==> src/rtl/sc_rival_spawn_scheduler.sv <==
// Rival-car spawn sequencer: level-paced interval, random lane pick, round-robin
// slot allocation and a valid/ready spawn handshake to the sprite datapath.
module sc_rival_spawn_scheduler #(
    parameter int unsigned NSLOTS = 4,
    parameter int unsigned LANES  = 6,
    parameter int unsigned CNT_W  = 8,
    parameter int unsigned INT_L1 = 32,
    parameter int unsigned INT_L2 = 20,
    parameter int unsigned INT_L3 = 12
) (
    input  logic                              SC_STATEMACHINE_RANDOM_CLOCK_50,
    input  logic                              SC_STATEMACHINE_RANDOM_RESET_InLow,
    input  logic                              start_InLow,
    input  logic [1:0]                        level,
    input  logic                              tick,
    input  logic [7:0]                        rand_value,
    input  logic [NSLOTS-1:0]                 slot_busy,
    output logic                              rand_req,
    output logic                              spawn_valid,
    input  logic                              spawn_ready,
    output logic [$clog2(NSLOTS)-1:0]         spawn_slot,
    output logic [2:0]                        spawn_lane,
    output logic                              spawn_skip,
    output logic                              active
);

    localparam int unsigned SW = $clog2(NSLOTS);

    typedef enum logic [2:0] {IDLE, WAIT, REQ, ALLOC, ISSUE} state_t;

    state_t            state;
    logic [CNT_W-1:0]  counter;
    logic [SW-1:0]     rr_ptr;

    logic [2:0]        lane_c;
    logic              found_c;
    logic [SW-1:0]     grant_c;
    logic              unused_rand_bits;

    // Ticks per spawn interval for the current level; 00 never reaches a reload.
    function automatic logic [CNT_W-1:0] reload_value(input logic [1:0] lvl);
        case (lvl)
            2'b01:   reload_value = CNT_W'(INT_L1);
            2'b10:   reload_value = CNT_W'(INT_L2);
            default: reload_value = CNT_W'(INT_L3);
        endcase
    endfunction

    // Fold the 3-bit random field into 0..LANES-1.
    always_comb begin
        logic [3:0] raw;
        raw    = {1'b0, rand_value[2:0]};
        lane_c = rand_value[2:0];
        if (raw >= 4'(LANES)) begin
            lane_c = 3'(raw - 4'(LANES));
        end
    end

    // Upper random bits are not needed for lane selection.
    assign unused_rand_bits = ^rand_value[7:3];

    // First free slot starting at rr_ptr, wrapping modulo NSLOTS.
    always_comb begin
        logic [SW-1:0] idx;
        found_c = 1'b0;
        grant_c = '0;
        idx     = '0;
        for (int unsigned i = 0; i < NSLOTS; i++) begin
            idx = rr_ptr + SW'(i);
            if (!found_c && !slot_busy[idx]) begin
                found_c = 1'b1;
                grant_c = idx;
            end
        end
    end

    always_ff @(posedge SC_STATEMACHINE_RANDOM_CLOCK_50 or negedge SC_STATEMACHINE_RANDOM_RESET_InLow) begin
        if (!SC_STATEMACHINE_RANDOM_RESET_InLow) begin
            state      <= IDLE;
            counter    <= '0;
            rr_ptr     <= '0;
            spawn_slot <= '0;
            spawn_lane <= '0;
            spawn_skip <= 1'b0;
        end else begin
            spawn_skip <= 1'b0;
            if (level == 2'b00) begin
                state <= IDLE;
            end else begin
                case (state)
                    IDLE: begin
                        if (!start_InLow) begin
                            counter <= reload_value(level);
                            state   <= WAIT;
                        end
                    end
                    WAIT: begin
                        if (tick) begin
                            if (counter <= CNT_W'(1)) begin
                                counter <= '0;
                                state   <= REQ;
                            end else begin
                                counter <= counter - CNT_W'(1);
                            end
                        end
                    end
                    REQ: state <= ALLOC;
                    ALLOC: begin
                        if (found_c) begin
                            spawn_slot <= grant_c;
                            spawn_lane <= lane_c;
                            state      <= ISSUE;
                        end else begin
                            spawn_skip <= 1'b1;
                            counter    <= reload_value(level);
                            state      <= WAIT;
                        end
                    end
                    ISSUE: begin
                        if (spawn_ready) begin
                            rr_ptr  <= spawn_slot + SW'(1);
                            counter <= reload_value(level);
                            state   <= WAIT;
                        end
                    end
                    default: state <= IDLE;
                endcase
            end
        end
    end

    // Handshake and status outputs decode directly from the state register.
    assign rand_req    = (state == REQ);
    assign spawn_valid = (state == ISSUE);
    assign active      = (state != IDLE);

endmodule
==> config.mk <==
export PLATFORM = sky130hd
export DESIGN_NAME = sc_rival_spawn_scheduler
export DESIGN_NICKNAME = d
export VERILOG_FILES = /design/src/rtl/sc_rival_spawn_scheduler.sv
export SDC_FILE = /design/constraint.sdc
export NUM_CORES = 1
export LEC_CHECK = 0
export ABC_CLOCK_PERIOD_IN_PS = 2100
export BUFFER_PORTS_ARGS = -buffer_cell sky130_fd_sc_hd__buf_2
export CAP_MARGIN = 0
export CORE_UTILIZATION = 40
export DETAILED_ROUTE_END_ITERATION = 12
export PLACE_DENSITY = 0.63
export SYNTH_ARGS = -nofsm -noshare
export SYNTH_HDL_FRONTEND = slang
export SYNTH_SLANG_ARGS = --single-unit
==> constraint.sdc <==
create_clock -name SC_STATEMACHINE_RANDOM_CLOCK_50 -period 2.1 [get_ports SC_STATEMACHINE_RANDOM_CLOCK_50]
set_input_delay 0.42 -clock SC_STATEMACHINE_RANDOM_CLOCK_50 [delete_from_list [all_inputs] [get_ports SC_STATEMACHINE_RANDOM_CLOCK_50]]
set_output_delay 0.42 -clock SC_STATEMACHINE_RANDOM_CLOCK_50 [all_outputs]
set_load 0.05 [all_outputs]
==> results of run 1 <==
-- report_power, final --
part / total (mW) / internal, mW / switching, mW
Sequential: 0.639 / 0.498 / 0.141
Clock: 0.200 / 0.0712 / 0.129
Combinational: 1.11 / 0.436 / 0.675
-- sequential cells by signal (all words and copies together) (netlist names) --
name        count
spawn_lane      3
rr_ptr          2
spawn_slot      2
state           3
counter         8
spawn_skip      1
-- synthesized netlist by cell type (2+ instances only) --
cell | number | area [µm²]
a22o_1 | 5 | 43.8
mux2_2 | 2 | 22.5
nand2_1 | 14 | 52.6
nor2_1 | 10 | 37.5
buf_6 | 3 | 33.8
dfrtp_1 | 19 | 475
buf_2 | 2 | 10.0
inv_2 | 2 | 7.51
ha_1 | 6 | 75.1
inv_1 | 8 | 30.0
and3_1 | 2 | 12.5
mux2i_1 | 2 | 20.0
o31ai_1 | 2 | 15.0
or4_4 | 2 | 22.5
nand2b_1 | 7 | 43.8
or3_1 | 3 | 18.8
nor3_1 | 5 | 25.0
o21ai_0 | 14 | 70.1
a211oi_1 | 2 | 15.0
a21oi_1 | 2 | 10.0
-- how the worst max path moves through the flow --
stage          slack, ps  depth (start not counted)                   start                      to
6_report             200                          5  counter[2]$_DFFE_PN0P_  counter[3]$_DFFE_PN0P_
5_1_grt               60                          5    state[2]$_DFFE_PN0P_  counter[3]$_DFFE_PN0P_
3_5_place_dp          70                          7                level[0]  counter[3]$_DFFE_PN0P_
4_1_cts              120                          4  counter[2]$_DFFE_PN0P_  counter[3]$_DFFE_PN0P_
2_1_floorplan         60                          2    state[2]$_DFFE_PN0P_                rand_req
3_3_place_gp         120                          7                level[0]  counter[3]$_DFFE_PN0P_
-- per-layer routing --
layer	up-vias	track usage, %
li1	521	-
met4	0	6.27
met5	-	0
met3	4	2.04
met1	488	24.4
met2	27	26.6
-- what timing repair did --
action | CTS | global route
hold endpoints to repair | 0 | 0
hold buffers | 0 | 0
setup endpoints to repair | 0 | 1
setup buffers | 0 | 1
-- critical path, cell delays in order, from the launching register on --
cell	delay [ps]
dfrtp_1	440
or4_4	570
o31ai_4	280
buf_12	160
o22ai_1	80
a22o_1	250
-- layout make-up --
cell class | count | area, µm² | area share [%]
clock buffers | 3 | 22.5 | 1.61
clock inverters | 1 | 5.00 | 0.357
inverters | 10 | 37.5 | 2.68
multi-input cells | 98 | 671 | 47.8
flip-flops and latches | 19 | 475 | 33.9
well taps | 31 | 38.8 | 2.77
repair buffers | 26 | 153 | 10.9
-- stage by stage --
stage | power, mW | setup WS [ps]
4_1_cts | 1.91 | 116
2_1_floorplan | 1.51 | 64.9
5_1_grt | 2.12 | 56.4
3_3_place_gp | 1.69 | 120
3_5_place_dp | 1.71 | 66.5
6_report | 1.95 | 204
-- logic make-up after synthesis --
group | synth area share (%)
multiplexers | 4.66
AO/OA/AOI/OAI | 20.8
adder cells (fa/ha/maj) | 6.08
flip-flops | 38.5
AND/OR/NAND/NOR | 21.4
XOR/XNOR | 1.42
buffers and inverters | 7.19
==> flow_metrics.py, run 1 <==
metrics = {
    "synth": {
        "synth_ff_type": "dfrtp_1",
        "ys_async_sr_fraction_pct": 100,
        "seq_area_frac_synth_pct": 38.5,
        "synth-edff-count": 0,
        "syn_nets": 158,
        "synth_cells": 133,
        "ys_ff_latch": 19,
        "synth_area_per_cell_um2": 9.29,
        "netlist_area_um2": 1230,
        "yosysUniqueCellTypes": 41,
        "yosysWarningCount": 0,
    },
    "cts": {
        "htreeDepth": 1,
        "cts_tree": "done",
        "cts.sinks": 19,
        "post_cts_resized": 0,
        "root_buffer": "clkbuf_4",
        "numCtsBuffers": 3,
        "clock_latency_ps": 310,
        "clock_path_buffers": 2,
        "clk_pin_slew_worst_paths_ps": 120,
    },
    "timing": {
        "slew_headroom_pct": 68.5,
        "whs_ps": 33.8,
        "finalHoldViolations": 0,
        "fmax_mhz": 527,
        "rsz0062_at_grt": "no",
        "fin_worst_skew_ps": 7.32,
        "finalSetupViolCount": 0,
        "drv_slew": 0,
        "timing.setup.tns_ps": 0,
        "worst_slew_pin_slew_ps": 471,
        "final.min_clock_period_ps": 1900,
        "fin_crit_sh_pct": 90.3,
    },
    "routing": {
        "wl_met3_um": 93,
        "wire_per_inst_um": 13.1,
        "first_pass_iters": 8,
        "vias": 1040,
        "postRouteAntennaNets": 0,
        "wl_met2_um": 1100,
        "drtIter0Drc": 50,
        "wl_met1_um": 1230,
        "wl_um": 2460,
        "drc": 1,
        "vias_per_cell": 5.53,
        "topRoutingLayerUsed": "met4",
    },
    "die": {
        "rows": 19,
        "die_h_um": 57.6,
        "start_util_pct": 43.7,
        "fp.dieArea_um2": 3310,
        "pin_count": 28,
        "design.core.area_um2": 2830,
        "die_w_um": 57.6,
    },
    "global_routing": {
        "grt.total_usage_pct": 17.1,
        "antenna_found_initial": 0,
        "grt_pass1_wl_um": 4420,
        "grt_overflow": 0,
        "grt_start_max_net_pins": 20,
        "grt_pass1_vias": 982,
    },
    "final_layout": {
        "diodes": 0,
        "drive_gt1_share_pct": 26.1,
        "nets": 183,
        "design_area_um2": 1400,
        "fillerInstances": 273,
        "layout_commonest_cell": "buf_2",
        "final_cells": 188,
        "synthToLayoutAreaGrowth_pct": 13.6,
        "utilization_pct": 49.6,
        "layout_common_cells": "buf_2, dfrtp_1, nand2_1, o21ai_0, nor2_1",
    },
    "place": {
        "numPortBuffers": 22,
        "place_area_um2": 1360,
        "post-dp-hpwl_um": 1750,
        "gp_congestion": 0.812,
        "dp_cells": 183,
    },
    "power_and_ir_drop": {
        "powerDensity_nw_per_um2": 1390,
        "vdd_drop_max_uv": 610,
        "p_leak_nw": 0.708,
    },
    "worst_setup_path": {
        "cp.arrival_ps": 2100,
        "reg2regPathDepth": 5,
        "rr_endpoint": "counter[3]$_DFFE_PN0P_",
        "critPathKind": "reg2reg",
        "startpoint_type": "flip-flop",
        "rr_startpoint": "counter[2]$_DFFE_PN0P_",
        "critical_path_required_ps": 2300,
        "reg2reg_slack_ps": 200,
        "setup.worst_path.end_class": "flip-flop",
        "crit_path_max_fanout": 10,
    },
    "run": {
        "drv_cap": 0,
    },
    "hold_path": {
        "min_path_type": "in2async",
    },
    "outcome": {
        "outcome": "finished with violations",
        "violations": "DRC",
    },
}
Power figures use the tool's default switching activity.
==> run 2: changes to the inputs <==
--- a/config.mk
+++ b/config.mk
@@ -5,12 +5,12 @@
 export SDC_FILE = /design/constraint.sdc
 export NUM_CORES = 1
 export LEC_CHECK = 0
-export ABC_CLOCK_PERIOD_IN_PS = 2100
 export BUFFER_PORTS_ARGS = -buffer_cell sky130_fd_sc_hd__buf_2
 export CAP_MARGIN = 0
 export CORE_UTILIZATION = 40
 export DETAILED_ROUTE_END_ITERATION = 12
 export PLACE_DENSITY = 0.63
+export RECOVER_POWER = 50
 export SYNTH_ARGS = -nofsm -noshare
 export SYNTH_HDL_FRONTEND = slang
 export SYNTH_SLANG_ARGS = --single-unit
==> run 2 against run 1 <==
Net effect: the run still ends with DRC left; first-iteration DRC count increased by 10%; flip-flop and latch count unchanged; critical endpoint unchanged; critical path depth did not move; fmax about the same; global-route usage is the same; die area is the same; sequential share of layout area is 0.091 points higher; cell area fell by 0.27%; count of clock-buffer cells in the layout did not move.
==> flow_metrics.py, run 2 (synthesis results as in run 1) <==
metrics = {
    "outcome": {
        "outcome": "finished with violations",
        "violations": "DRC",
    },
    "final_layout": {
        "synthToLayoutAreaGrowth_pct": 13.3,
        "nets": 183,
        "drive_gt1_share_pct": 23.6,
        "layout_common_cells": "dfrtp_1, buf_2, nand2_1, o21ai_0, nor2_1",
        "diodes": 0,
        "design_area_um2": 1400,
        "largest_reg_flops": 8,
        "reg_top3": "counter: 8 flops, spawn_lane: 3 flops, state: 3 flops",
        "regMostFlops": "counter",
    },
    "cts": {
        "cts_tree": "done",
        "clock_path_buffers": 2,
        "cts_hold_buffers": 0,
        "root_buffer": "clkbuf_4",
        "clock_latency_ps": 310,
        "cts.sinks": 19,
        "post_cts_resized": 0,
        "numCtsBuffers": 3,
        "htreeDepth": 1,
        "clk_pin_slew_worst_paths_ps": 120,
    },
    "global_routing": {
        "busiest_layer": "met2",
        "grt_pass1_wl_um": 4420,
        "groute.layer.met3.usage_pct": 2.04,
        "grt.total_usage_pct": 17.1,
        "antenna_found_initial": 0,
        "grt_overflow": 0,
        "grtUsageMet1_pct": 24.4,
        "grt_start_max_net_pins": 20,
        "use_met2_pct": 26.6,
        "grt_pass1_vias": 982,
    },
    "worst_setup_path": {
        "critPathKind": "reg2reg",
        "setup.worst_path.end_class": "flip-flop",
        "cp.depth": 5,
        "reg2regPathDepth": 5,
        "cp.arrival_ps": 2100,
        "critical_path_required_ps": 2300,
        "slowest_stage": "or4_4",
        "critPathTopFamily": "compound AO/OA/AOI/OAI gates",
        "crit_buf_inv": 1,
        "max_stage_delay_ps": 570,
        "startpoint_type": "flip-flop",
        "crit_chain": "or4_4 -> o31ai_4 -> buf_12 -> o22ai_1 -> a22o_1",
        "crit_path_max_fanout": 10,
    },
    "power_and_ir_drop": {
        "p_leak_nw": 0.697,
        "seq_power_share_pct": 32.8,
        "finalPower_mw": 1.94,
        "powerDensity_nw_per_um2": 1390,
        "vdd_drop_max_uv": 609,
        "p_sw_mw": 0.943,
        "swShare_pct": 48.5,
        "p_comb_share_pct": 56.9,
        "intPower_mw": 1.00,
        "clkPwrFrac_pct": 10.3,
    },
    "die": {
        "die_h_um": 57.6,
        "design.core.area_um2": 2830,
        "die_w_um": 57.6,
        "start_util_pct": 43.7,
        "fp.dieArea_um2": 3310,
        "rows": 19,
        "pin_count": 28,
    },
    "routing": {
        "wire_per_inst_um": 13.0,
        "vias_per_cell": 5.54,
        "postRouteAntennaNets": 0,
        "drtIter0Drc": 55,
        "drc": 1,
        "first_pass_iters": 8,
        "vias": 1041,
        "wl_um": 2450,
    },
    "run": {
        "drv_cap": 0,
    },
    "timing": {
        "finalSetupViolCount": 0,
        "finalHoldViolations": 0,
        "slew_headroom_pct": 28.8,
        "worst_slew_pin_slew_ps": 1070,
        "final.min_clock_period_ps": 1900,
        "fin_worst_skew_ps": 6.55,
        "timing.setup.tns_ps": 0,
        "fin_crit_sh_pct": 90.3,
        "fmax_mhz": 528,
        "rsz0062_at_grt": "no",
        "drv_slew": 0,
        "worst_slack_ps": 204,
    },
    "place": {
        "gp_congestion": 0.812,
        "numPortBuffers": 22,
        "post-dp-hpwl_um": 1750,
        "dp_slack_ps": 66.5,
        "place_area_um2": 1360,
    },
    "hold_path": {
        "min_path_type": "in2async",
    },
}
[run 2: changes by cell type in the layout (fill, tap and decap cells not counted), sizes merged]
cell / delta
clkbuf: +3
buf: -3
[run 2: area by class of cell]
cell class              count  area [µm²]
flip-flops and latches     19         475
multi-input cells          98         671
clock inverters             1        5.00
well taps                  31        38.8
clock buffers               3        22.5
repair buffers             26         149
inverters                  10        37.5
fillers                   275        1430
[run 2: power groups by stage]
| stage | Sequential (mW) | Combinational, mW | Clock (mW) |
|---|---|---|---|
| floorplan | 0.744 | 0.770 | 0 |
| global placement | 0.642 | 1.04 | 0 |
| detailed placement | 0.644 | 1.06 | 0 |
| CTS | 0.639 | 1.07 | 0.205 |
| global route | 0.663 | 1.24 | 0.222 |
| finish | 0.638 | 1.11 | 0.199 |
[run 2: timing repair]
item | CTS | global route
setup endpoints to repair | 0 | 1
buffers inserted | 0 | 1
hold endpoints to repair | 0 | 0
[run 2: routing by layer]
layer  part of all wire [%]  routed length (µm)
met1                     50                1240
met2                     45                1100
met3                    3.4                  83
met4                    1.3                  32
met5                      0                   0
[run 2: path summary, 6_finish.rpt]
kind                                                                       start                         to  slack [ps]
setup / recovery                                          counter[2]$_DFFE_PN0P_     counter[3]$_DFFE_PN0P_         200
hold / removal                                SC_STATEMACHINE_RANDOM_RESET_InLow       state[0]$_DFFE_PN0P_         270
setup reg to reg                                          counter[2]$_DFFE_PN0P_     counter[3]$_DFFE_PN0P_         200
hold reg to reg                                        spawn_lane[2]$_DFFE_PN0P_  spawn_lane[2]$_DFFE_PN0P_         500
max in group asynchronous                     SC_STATEMACHINE_RANDOM_RESET_InLow     counter[2]$_DFFE_PN0P_        1190
min in group SC_STATEMACHINE_RANDOM_CLOCK_50                         spawn_ready       state[2]$_DFFE_PN0P_         320
[run 2: per-stage QoR]
stage / utilization [%] / hold slack [ps] / instances
after global placement: 47.9 / 391 / 183
after detailed placement: 47.9 / 399 / 183
after floorplan: - / 124 / 133
final: 49.4 / 268 / 188
after global routing: 49.4 / 323 / 188
after CTS: 48.9 / 48.1 / 187
